--- src/rtl/arp_tbl_arbiter_if.sv ---
// Requester and table-port signal bundle for arp_tbl_arbiter.
// slave = arbiter side, master = requesters plus the ARP table.
interface arp_tbl_arbiter_if #(
    parameter int DATA_WIDTH = 96,
    parameter int ADDR_WIDTH = 5
);
    logic                  sw_req;
    logic                  sw_we;
    logic [ADDR_WIDTH-1:0] sw_addr;
    logic [DATA_WIDTH-1:0] sw_wdata;
    logic                  sw_ack;
    logic                  sw_err;
    logic [DATA_WIDTH-1:0] sw_rdata;

    logic                  hw_req;
    logic                  hw_we;
    logic [ADDR_WIDTH-1:0] hw_addr;
    logic [DATA_WIDTH-1:0] hw_wdata;
    logic                  hw_ack;
    logic                  hw_err;
    logic [DATA_WIDTH-1:0] hw_rdata;

    logic                  tbl_rd_req;
    logic                  tbl_wr_req;
    logic [ADDR_WIDTH-1:0] tbl_rd_addr;
    logic [ADDR_WIDTH-1:0] tbl_wr_addr;
    logic [DATA_WIDTH-1:0] tbl_wr_data;
    logic [DATA_WIDTH-1:0] tbl_rd_data;
    logic                  tbl_rd_ack;
    logic                  tbl_wr_ack;

    modport slave (
        input  sw_req, sw_we, sw_addr, sw_wdata,
        output sw_ack, sw_err, sw_rdata,
        input  hw_req, hw_we, hw_addr, hw_wdata,
        output hw_ack, hw_err, hw_rdata,
        output tbl_rd_req, tbl_wr_req, tbl_rd_addr, tbl_wr_addr, tbl_wr_data,
        input  tbl_rd_data, tbl_rd_ack, tbl_wr_ack
    );

    modport master (
        output sw_req, sw_we, sw_addr, sw_wdata,
        input  sw_ack, sw_err, sw_rdata,
        output hw_req, hw_we, hw_addr, hw_wdata,
        input  hw_ack, hw_err, hw_rdata,
        input  tbl_rd_req, tbl_wr_req, tbl_rd_addr, tbl_wr_addr, tbl_wr_data,
        output tbl_rd_data, tbl_rd_ack, tbl_wr_ack
    );
endinterface

--- src/rtl/arp_tbl_arbiter.sv ---
// Round-robin SW/HW arbiter and one-at-a-time sequencer for the single-port ARP table.
// Optional WAIT-state abort is enabled by defining ARP_ARB_TIMEOUT_EN.
module arp_tbl_arbiter #(
    parameter int DATA_WIDTH     = 96,
    parameter int ADDR_WIDTH     = 5,
    parameter int TIMEOUT_CYCLES = 16
) (
    input  logic                      AXI_ACLK,
    input  logic                      reset,
    arp_tbl_arbiter_if.slave          bus,
    output logic                      busy,
    output logic [15:0]               timeout_count
);

    typedef enum logic [1:0] {S_IDLE, S_ISSUE, S_WAIT, S_DONE} state_t;

    state_t                state_q, state_d;
    logic                  we_q, we_d;
    logic [ADDR_WIDTH-1:0] addr_q, addr_d;
    logic [DATA_WIDTH-1:0] wdata_q, wdata_d;
    logic                  gnt_hw_q, gnt_hw_d;
    logic                  last_hw_q, last_hw_d;
    logic [DATA_WIDTH-1:0] sw_rdata_q, sw_rdata_d;
    logic [DATA_WIDTH-1:0] hw_rdata_q, hw_rdata_d;

`ifdef ARP_ARB_TIMEOUT_EN
    localparam int CNT_W = $clog2(TIMEOUT_CYCLES) + 1;
    logic [CNT_W-1:0]      wait_cnt_q, wait_cnt_d;
    logic                  err_q, err_d;
    logic [15:0]           tmo_cnt_q, tmo_cnt_d;
`endif

    logic match_ack;
    logic pick_hw;
    logic done_sw;
    logic done_hw;

    assign match_ack = we_q ? bus.tbl_wr_ack : bus.tbl_rd_ack;
    // Under contention the requester not served last wins; otherwise the lone requester.
    assign pick_hw   = (bus.sw_req && bus.hw_req) ? !last_hw_q : bus.hw_req;

    always_comb begin
        // NOTE: every signal gets its hold value first, so no path through the case leaves one unassigned (no latch).
        state_d    = state_q;
        we_d       = we_q;
        addr_d     = addr_q;
        wdata_d    = wdata_q;
        gnt_hw_d   = gnt_hw_q;
        last_hw_d  = last_hw_q;
        sw_rdata_d = sw_rdata_q;
        hw_rdata_d = hw_rdata_q;
`ifdef ARP_ARB_TIMEOUT_EN
        wait_cnt_d = wait_cnt_q;
        err_d      = err_q;
        tmo_cnt_d  = tmo_cnt_q;
`endif
        unique case (state_q)
            S_IDLE: begin
                if (bus.sw_req || bus.hw_req) begin
                    gnt_hw_d = pick_hw;
                    we_d     = pick_hw ? bus.hw_we    : bus.sw_we;
                    addr_d   = pick_hw ? bus.hw_addr  : bus.sw_addr;
                    wdata_d  = pick_hw ? bus.hw_wdata : bus.sw_wdata;
                    state_d  = S_ISSUE;
                end
            end
            S_ISSUE: begin
                state_d = S_WAIT;
`ifdef ARP_ARB_TIMEOUT_EN
                wait_cnt_d = '0;
                err_d      = 1'b0;
`endif
            end
            S_WAIT: begin
                if (match_ack) begin
                    state_d = S_DONE;
                    if (!we_q) begin
                        if (gnt_hw_q) hw_rdata_d = bus.tbl_rd_data;
                        else          sw_rdata_d = bus.tbl_rd_data;
                    end
                end
`ifdef ARP_ARB_TIMEOUT_EN
                // A matching ack on the final count takes priority over the abort.
                else if (wait_cnt_q == CNT_W'(TIMEOUT_CYCLES - 1)) begin
                    state_d = S_DONE;
                    err_d   = 1'b1;
                    if (tmo_cnt_q != 16'hFFFF) tmo_cnt_d = tmo_cnt_q + 16'd1;
                end else begin
                    wait_cnt_d = wait_cnt_q + CNT_W'(1);
                end
`endif
            end
            S_DONE: begin
                last_hw_d = gnt_hw_q;
                state_d   = S_IDLE;
            end
            default: state_d = S_IDLE;
        endcase
    end

    always_ff @(posedge AXI_ACLK) begin
        if (reset) begin
            // NOTE: the rdata result registers are plain flops, not a RAM, so they reset with everything else.
            state_q    <= S_IDLE;
            we_q       <= 1'b0;
            addr_q     <= '0;
            wdata_q    <= '0;
            gnt_hw_q   <= 1'b0;
            last_hw_q  <= 1'b1;
            sw_rdata_q <= '0;
            hw_rdata_q <= '0;
`ifdef ARP_ARB_TIMEOUT_EN
            wait_cnt_q <= '0;
            err_q      <= 1'b0;
            tmo_cnt_q  <= '0;
`endif
        end else begin
            // NOTE: non-blocking so every flop samples the pre-edge value of every other flop.
            state_q    <= state_d;
            we_q       <= we_d;
            addr_q     <= addr_d;
            wdata_q    <= wdata_d;
            gnt_hw_q   <= gnt_hw_d;
            last_hw_q  <= last_hw_d;
            sw_rdata_q <= sw_rdata_d;
            hw_rdata_q <= hw_rdata_d;
`ifdef ARP_ARB_TIMEOUT_EN
            wait_cnt_q <= wait_cnt_d;
            err_q      <= err_d;
            tmo_cnt_q  <= tmo_cnt_d;
`endif
        end
    end

    // Every output is decoded from registered state only.
    assign busy            = (state_q != S_IDLE);
    assign done_sw         = (state_q == S_DONE) && !gnt_hw_q;
    assign done_hw         = (state_q == S_DONE) &&  gnt_hw_q;

    assign bus.sw_ack      = done_sw;
    assign bus.hw_ack      = done_hw;
    assign bus.sw_rdata    = sw_rdata_q;
    assign bus.hw_rdata    = hw_rdata_q;

    assign bus.tbl_rd_req  = (state_q == S_ISSUE) && !we_q;
    assign bus.tbl_wr_req  = (state_q == S_ISSUE) &&  we_q;
    assign bus.tbl_rd_addr = addr_q;
    assign bus.tbl_wr_addr = addr_q;
    assign bus.tbl_wr_data = wdata_q;

`ifdef ARP_ARB_TIMEOUT_EN
    assign bus.sw_err      = done_sw && err_q;
    assign bus.hw_err      = done_hw && err_q;
    assign timeout_count   = tmo_cnt_q;
`else
    logic unused_timeout_cfg;
    assign unused_timeout_cfg = ^TIMEOUT_CYCLES;
    assign bus.sw_err      = 1'b0;
    assign bus.hw_err      = 1'b0;
    assign timeout_count   = 16'h0000;
`endif

endmodule

--- src/flat_wrapper.sv ---
// flat-port wrapper written by rule: the top's interface ports become plain ports
module arp_tbl_arbiter_flat 
#(
    parameter int DATA_WIDTH     = 96,
    parameter int ADDR_WIDTH     = 5,
    parameter int TIMEOUT_CYCLES = 16
)
  (AXI_ACLK, reset, busy, timeout_count, bus_sw_req, bus_sw_we, bus_sw_addr, bus_sw_wdata, bus_sw_ack, bus_sw_err, bus_sw_rdata, bus_hw_req, bus_hw_we, bus_hw_addr, bus_hw_wdata, bus_hw_ack, bus_hw_err, bus_hw_rdata, bus_tbl_rd_req, bus_tbl_wr_req, bus_tbl_rd_addr, bus_tbl_wr_addr, bus_tbl_wr_data, bus_tbl_rd_data, bus_tbl_rd_ack, bus_tbl_wr_ack);
  arp_tbl_arbiter_if #(.DATA_WIDTH(DATA_WIDTH), .ADDR_WIDTH(ADDR_WIDTH)) bus_i ();
  input  logic AXI_ACLK;
  input  logic reset;
  output logic busy;
  output logic [15:0] timeout_count;
  input wire logic [$bits(bus_i.sw_req)-1:0] bus_sw_req;
  input wire logic [$bits(bus_i.sw_we)-1:0] bus_sw_we;
  input wire logic [$bits(bus_i.sw_addr)-1:0] bus_sw_addr;
  input wire logic [$bits(bus_i.sw_wdata)-1:0] bus_sw_wdata;
  output wire logic [$bits(bus_i.sw_ack)-1:0] bus_sw_ack;
  output wire logic [$bits(bus_i.sw_err)-1:0] bus_sw_err;
  output wire logic [$bits(bus_i.sw_rdata)-1:0] bus_sw_rdata;
  input wire logic [$bits(bus_i.hw_req)-1:0] bus_hw_req;
  input wire logic [$bits(bus_i.hw_we)-1:0] bus_hw_we;
  input wire logic [$bits(bus_i.hw_addr)-1:0] bus_hw_addr;
  input wire logic [$bits(bus_i.hw_wdata)-1:0] bus_hw_wdata;
  output wire logic [$bits(bus_i.hw_ack)-1:0] bus_hw_ack;
  output wire logic [$bits(bus_i.hw_err)-1:0] bus_hw_err;
  output wire logic [$bits(bus_i.hw_rdata)-1:0] bus_hw_rdata;
  output wire logic [$bits(bus_i.tbl_rd_req)-1:0] bus_tbl_rd_req;
  output wire logic [$bits(bus_i.tbl_wr_req)-1:0] bus_tbl_wr_req;
  output wire logic [$bits(bus_i.tbl_rd_addr)-1:0] bus_tbl_rd_addr;
  output wire logic [$bits(bus_i.tbl_wr_addr)-1:0] bus_tbl_wr_addr;
  output wire logic [$bits(bus_i.tbl_wr_data)-1:0] bus_tbl_wr_data;
  input wire logic [$bits(bus_i.tbl_rd_data)-1:0] bus_tbl_rd_data;
  input wire logic [$bits(bus_i.tbl_rd_ack)-1:0] bus_tbl_rd_ack;
  input wire logic [$bits(bus_i.tbl_wr_ack)-1:0] bus_tbl_wr_ack;
  assign bus_i.sw_req = bus_sw_req;
  assign bus_i.sw_we = bus_sw_we;
  assign bus_i.sw_addr = bus_sw_addr;
  assign bus_i.sw_wdata = bus_sw_wdata;
  assign bus_sw_ack = bus_i.sw_ack;
  assign bus_sw_err = bus_i.sw_err;
  assign bus_sw_rdata = bus_i.sw_rdata;
  assign bus_i.hw_req = bus_hw_req;
  assign bus_i.hw_we = bus_hw_we;
  assign bus_i.hw_addr = bus_hw_addr;
  assign bus_i.hw_wdata = bus_hw_wdata;
  assign bus_hw_ack = bus_i.hw_ack;
  assign bus_hw_err = bus_i.hw_err;
  assign bus_hw_rdata = bus_i.hw_rdata;
  assign bus_tbl_rd_req = bus_i.tbl_rd_req;
  assign bus_tbl_wr_req = bus_i.tbl_wr_req;
  assign bus_tbl_rd_addr = bus_i.tbl_rd_addr;
  assign bus_tbl_wr_addr = bus_i.tbl_wr_addr;
  assign bus_tbl_wr_data = bus_i.tbl_wr_data;
  assign bus_i.tbl_rd_data = bus_tbl_rd_data;
  assign bus_i.tbl_rd_ack = bus_tbl_rd_ack;
  assign bus_i.tbl_wr_ack = bus_tbl_wr_ack;
  arp_tbl_arbiter #(.DATA_WIDTH(DATA_WIDTH), .ADDR_WIDTH(ADDR_WIDTH), .TIMEOUT_CYCLES(TIMEOUT_CYCLES)) u_core (.AXI_ACLK(AXI_ACLK), .reset(reset), .bus(bus_i), .busy(busy), .timeout_count(timeout_count));
endmodule
--- config.mk ---
export PLATFORM = sky130hd
export DESIGN_NAME = arp_tbl_arbiter_flat
export DESIGN_NICKNAME = d
export VERILOG_FILES = /design/src/rtl/arp_tbl_arbiter_if.sv /design/src/rtl/arp_tbl_arbiter.sv /design/src/flat_wrapper.sv
export SDC_FILE = /design/constraint.sdc
export NUM_CORES = 1
export LEC_CHECK = 0
export ABC_AREA = 1
export CAP_MARGIN = 15
export CORE_AREA = 2 2 240 242
export CTS_CLUSTER_DIAMETER = 50
export CTS_CLUSTER_SIZE = 25
export DETAILED_ROUTE_END_ITERATION = 16
export DIE_AREA = 0 0 242 244
export GPL_TIMING_DRIVEN = 0
export MAX_ROUTING_LAYER = met4
export PLACE_DENSITY = 0.48
export REMOVE_ABC_BUFFERS = 1
export SLEW_MARGIN = 20
export SYNTH_ARGS = -nofsm -noshare
export SYNTH_HDL_FRONTEND = slang
export SYNTH_SLANG_ARGS = --single-unit
--- constraint.sdc ---
create_clock -name AXI_ACLK -period 1.4 [get_ports AXI_ACLK]
set_input_delay 0.28 -clock AXI_ACLK [delete_from_list [all_inputs] [get_ports AXI_ACLK]]
set_output_delay 0.28 -clock AXI_ACLK [all_outputs]
set_load 0.01 [all_outputs]
* After elaboration in Yosys (flattened, before gate mapping) *
Cells that the tools add are included.

storage, ports and cells
  word-level logic and storage cells = 38
  input bits = 306
  output and inout bits = 321
  flip-flop bits (word level) = 298

operators by class
  reduce and logical (&&, ||, !) cells = 15
  mux-type cells = 8
  bitwise logic cells = 2
  equality and inequality tests = 5

operators with widths
  cell                  number
  $mux W96              1
  $pmux W2 S4           1
  $reduce_and A4 Y1     2
  $logic_and A1 B1 Y1   5
  $mux W5               1
  $eq A2 B2 Y1 const B  2
  $mux W2               2
  $ne A2 B1 Y1 const B  2
  $reduce_and A2 Y1     2
  $logic_not A1 Y1      3
  $mux W1               3
  $eq A2 B1 Y1 const B  1
  $logic_not A2 Y1      1
  $not A1 Y1            2
  $reduce_bool A2 Y1    1
  $logic_or A1 B1 Y1    1

* Longest topological paths before layout *
  depth after elaboration = 3
  depth in mapped cells = 9
  depth with buffers taken out = 7

* Worst setup path before layout *
Ideal clock, no wire load.

  path type = register to register
  start point = register u_core.state_q[0]
  end point = register u_core.we_q
  cell stages (with the launch flop) = 9
  slack = -0.079 ns
  buffers on the path = 2
  clock period less this slack = 1.479 ns
  library setup time = 0.116 ns
  required time = 1.284 ns
  arrival time = 1.364 ns
  cells stage by stage = dfxtp_1 > inv_1 > ha_1 > o21ai_1 > inv_1 > buf_4 > buf_4 > o21ai_0 > nor2_1

on the way
  cells in the longest elaborated chain, start to end = 2

ends and longest elaborated chain
  item                         line                    text
  from (decl)                  arp_tbl_arbiter.sv:17   state_t state_q, state_d;
  from (signal assigned)       arp_tbl_arbiter.sv:119  state_q <= state_d;
  $logic_not A2 Y1             arp_tbl_arbiter.sv:57   unique case (state_q)
  $reduce_and A2 Y1 (no line)  n/a
  to (signal assigned)         arp_tbl_arbiter.sv:120  we_q <= we_d;
  to (decl)                    arp_tbl_arbiter.sv:18   logic we_q, we_d;

No other way between the ends.
A chain may end at the register's enable or synchronous reset.

* Worst setup path after layout *
  start point = register u_core.state_q[0]
  end point = register u_core.sw_rdata_q[76], in the netlist u_core.bus.sw_rdata[76]

on the way
  cells in the longest elaborated chain, start to end = 2

ends and longest elaborated chain
  item                         line                    text
  $eq A2 B2 Y1                 arp_tbl_arbiter.sv:57
  $reduce_and A4 Y1 (no line)  n/a
  to (signal assigned)         arp_tbl_arbiter.sv:125  sw_rdata_q <= sw_rdata_d;
  to (decl)                    arp_tbl_arbiter.sv:23   logic [DATA_WIDTH-1:0] sw_rdata_q, sw_rdata_d;

No other way between the ends.

==> summary.md <==
| Metric | Value |
|---|---|
| Final critical-path required period | `1.68 ns` |
| Leading area contributor after synthesis | `sky130_fd_sc_hd__dfxtp_1` |
| Via count of the first global-routing pass | `13700` |
| WP data arrival | `between 2 and 2.5 ns` |
| Worst clock skew on the final layout | `0.0262 ns` |
| Per-cell via count in the routed design | `about 4.4` |
| Post-CTS Hold Fix Bufs | `0` |
| Clock transition at the register clock pins on the worst setup and hold paths after CTS | `~0.06 ns` |
| TritonCTS clock tree | `done` |
| Worst-Skew Late Latency | `0.57 ns` |
| Synth Instances | `1777` |
| Count of unresolved DRC violations after routing | `0` |
| Final Worst Setup Slack | `-0.279 ns` |
| Die Area | `59000 um^2` |
| Most frequent cells in the layout | `sky130_fd_sc_hd__nor2_1 (451), sky130_fd_sc_hd__clkdlybuf4s50_1 (303), sky130_fd_sc_hd__dfxtp_1 (198)` |
| Boundary pin count | `between 600 and 700` |
| Filler Cells Inserted | `5703` |
| Residual overflow from global routing | `0` |
| Area after detailed placement | `~19000 um^2` |
| Count of standard-cell rows | `87` |
| Remaining antenna violation count after routing | `0` |
| Total Power Consumption | `40.8 mW` |
| Port buffer count | `608` |
| Antenna violations before repair | `13` |
| Placed wire-length estimate | `36100 um` |
| Slew margin rel. | `43.0%` |
| Overall routed net length | `a little under 70000 um` |
| Register area share after synthesis | `48.7%` |
| Routability Congestion | `0.822` |
| Most prevalent standard cell on the critical path | `sky130_fd_sc_hd__buf_12` |
| Final critical-path share of the clock period | `120%` |
| Top achievable clock speed | `~0.60 GHz` |
| Number of warnings reported in the yosys synthesis log | `0` |
| Failing checks | `negative setup slack` |
| H-tree levels | `2` |
| Post-layout instance area | `24600 um^2` |
| Effective utilization at floorplan | `21.8%` |
| Async set or reset register ratio after synthesis | `0%` |
| Cell at the root of the clock tree | `sky130_fd_sc_hd__clkbuf_16` |
| Max Buffers Root-to-Sink | `3` |
| Leak pwr | `11.0 nW` |
| Worst Setup Start Kind | `flip-flop` |
| Number of vias in the routed layout | `14400` |
| Most common cell after layout, fill and taps aside | `sky130_fd_sc_hd__nor2_1` |
| Layout Nets | `2777` |
| Highest-delay cell along the critical path | `sky130_fd_sc_hd__dfxtp_4` |
| Area Growth Syn to Fin | `101%` |
| Count of final max-slew check failures | `0` |
| Count of endpoints failing hold in the final timing report | `0` |
| Height of the chip | `244 um` |
| Biggest fanout along the worst timing path | `6` |
| Yosys reg bits | `298` |
| Share of Yosys cell area claimed by the top area cell type | `48.7%` |
| Total setup violations reported at the end of the flow | `302` |
| Worst voltage drop across the vdd grid | `about 0.70 mV` |
| Pwr dens | `1660 nW/um^2` |
| Detailed Routing Iterations Pass 1 | `4` |
| Number of distinct library cells after synthesis | `20` |
| Overall Global Routing Usage | `between 20% and 30%` |
| Post-synthesis instance area | `between 10000 and 15000 um^2` |
| WP data required | `1.85 ns` |
| Average cell area after synthesis | `just under 7 um^2` |
| Type of element capturing the critical path | `flip-flop` |
| Worst-margin pin slew | `about 0.85 ns` |
| Top_reg_cell synth | `sky130_fd_sc_hd__dfxtp_1` |
| Die Width | `242 um` |
| Wire length of the first global-routing pass | `90900 um` |
| Total number of clock tree sinks | `roughly 300` |
| Fin Hold WS | `around 0.26 ns` |
| Peak per-stage delay on the critical path | `roughly 0.40 ns` |
| Worst Hold Class | `input port to flip-flop` |
| Number of enable-type register cells in the synthesized netlist | `0` |
| Iteration-0 DRC count of the detailed router | `between 600 and 700` |
| Pin count of the biggest net entering global routing | `~120` |
| Type of the worst setup path | `flip-flop to flip-flop` |
| Worst path cell trace | `inv_6, buf_6, ha_4, nand4_4, buf_12, buf_12, clkinv_16, buf_12, buf_16, nor2_2, nor2_1` |
| Number of CTS-inserted buffers | `46` |
| Maximum Capacitance Violations | `0` |
| Share of final-layout standard cells stronger than drive strength 1 | `43.4%` |
| Unrepaired setup endpoints after global routing | `yes` |
| Core region area | `56200 um^2` |
| Leading cell types by total area after synthesis | `sky130_fd_sc_hd__dfxtp_1 (49%), sky130_fd_sc_hd__nor2_1 (21%), sky130_fd_sc_hd__o21ai_0 (11%)` |
| Wirelength per Cell | `between 20 and 25 um` |
| Outcome | `finished, violations left` |
-- cells by family after synthesis --
logic type                 after synthesis  synth area share, %
adders and majority gates                6                0.613
other                                    1               0.0306
AOI/OAI and AO/OA                      298                 12.2
buffers and inverters                  255                 10.0
and+or+nand+nor                        919                 28.5
DFF                                    298                 48.7
-- state kept, by name, indices dropped and copies added, names as in the netlist --
name / cells
u_core.bus.hw_rdata: 96
u_core.bus.sw_rdata: 96
u_core.bus.tbl_rd_addr: 5
u_core.bus.tbl_wr_data: 96
u_core.gnt_hw_q: 1
u_core.last_hw_q: 1
u_core.state_q: 2
u_core.we_q: 1
-- Yosys cell counts (5+ instances only) --
cell and count:
sky130_fd_sc_hd__dfxtp_1 298, sky130_fd_sc_hd__clkbuf_1 44, sky130_fd_sc_hd__inv_1 111, sky130_fd_sc_hd__o21ai_1 29
sky130_fd_sc_hd__buf_6 7, sky130_fd_sc_hd__o21ai_0 266, sky130_fd_sc_hd__clkbuf_2 6, sky130_fd_sc_hd__nand3_1 5
sky130_fd_sc_hd__buf_2 39, sky130_fd_sc_hd__buf_4 43, sky130_fd_sc_hd__nor2_1 696, sky130_fd_sc_hd__nand2_1 214
sky130_fd_sc_hd__ha_1 6
-- critical path: cells and delay by family, from the launching register on --
kind                     cells  cell delay [ns]
adder cells (fa/ha/maj)      1             0.16
buffers and inverters        7             0.78
AND/OR/NAND/NOR              3             0.21
flip-flops                   1             0.40
-- repair_timing --
item	CTS	global route
gates cloned	56	33
setup buffers	45	18
setup endpoints to repair	597	564
resized for setup	726	1477
pin swaps	62	193
-- stage by stage --
step	setup WS [ns]	std cells	setup TNS, ns	utilization, %
floorplan	-2.70	1655	-788.34	-
global placement	-8.33	3019	-2064.92	33.0
detailed placement	-1.15	3030	-278.92	33.6
CTS	-0.347	3215	-77.46	40.1
global route	-0.354	3269	-74.28	43.7
finish	-0.279	3270	-54.85	43.7
-- per-layer routing --
| layer | up-vias | GRT usage (%) | part of all wire, % |
|---|---|---|---|
| li1 | 6930 | - | - |
| met1 | 6856 | 23.6 | 40 |
| met2 | 551 | 35.2 | 49 |
| met3 | 105 | 7.66 | 8.2 |
| met4 | 0 | 8.01 | 3.0 |
| met5 | - | - | 0 |
-- final cells by class --
type,instances,area (um^2),area share (%)
Clock buffer,59,1280,5.23
Timing Repair Buffer,738,7530,30.7
Sequential cell,298,6100,24.8
Inverter,116,527,2.14
Clock inverter,25,270,1.10
Multi-Input combinational cell,1244,7470,30.4
Timing Repair inverter,21,402,1.64
Antenna cell,13,32.5,0.132
Tap cell,756,946,3.85
-- worst paths after layout --
| path | from | end | slack (ns) | cells after the start |
|---|---|---|---|---|
| setup / recovery | u_core.state_q[0] | u_core.bus.sw_rdata[76] | -0.28 | 11 |
| hold reg to reg | u_core.bus.sw_rdata[36] | u_core.bus.sw_rdata[36] | 0.47 | 2 |
| setup reg to reg | u_core.state_q[0] | u_core.bus.sw_rdata[76] | -0.28 | 11 |
| hold / removal | reset | u_core.gnt_hw_q | 0.26 | 2 |
-- report_power, final --
part	leakage, nW	internal, mW	switching (mW)	total (mW)
Clock	0.752	7.26	4.45	11.7
Combinational	7.82	8.20	9.23	17.4
Sequential	2.48	10.3	1.30	11.6
No activity file was read; power rests on OpenSTA's default activity.
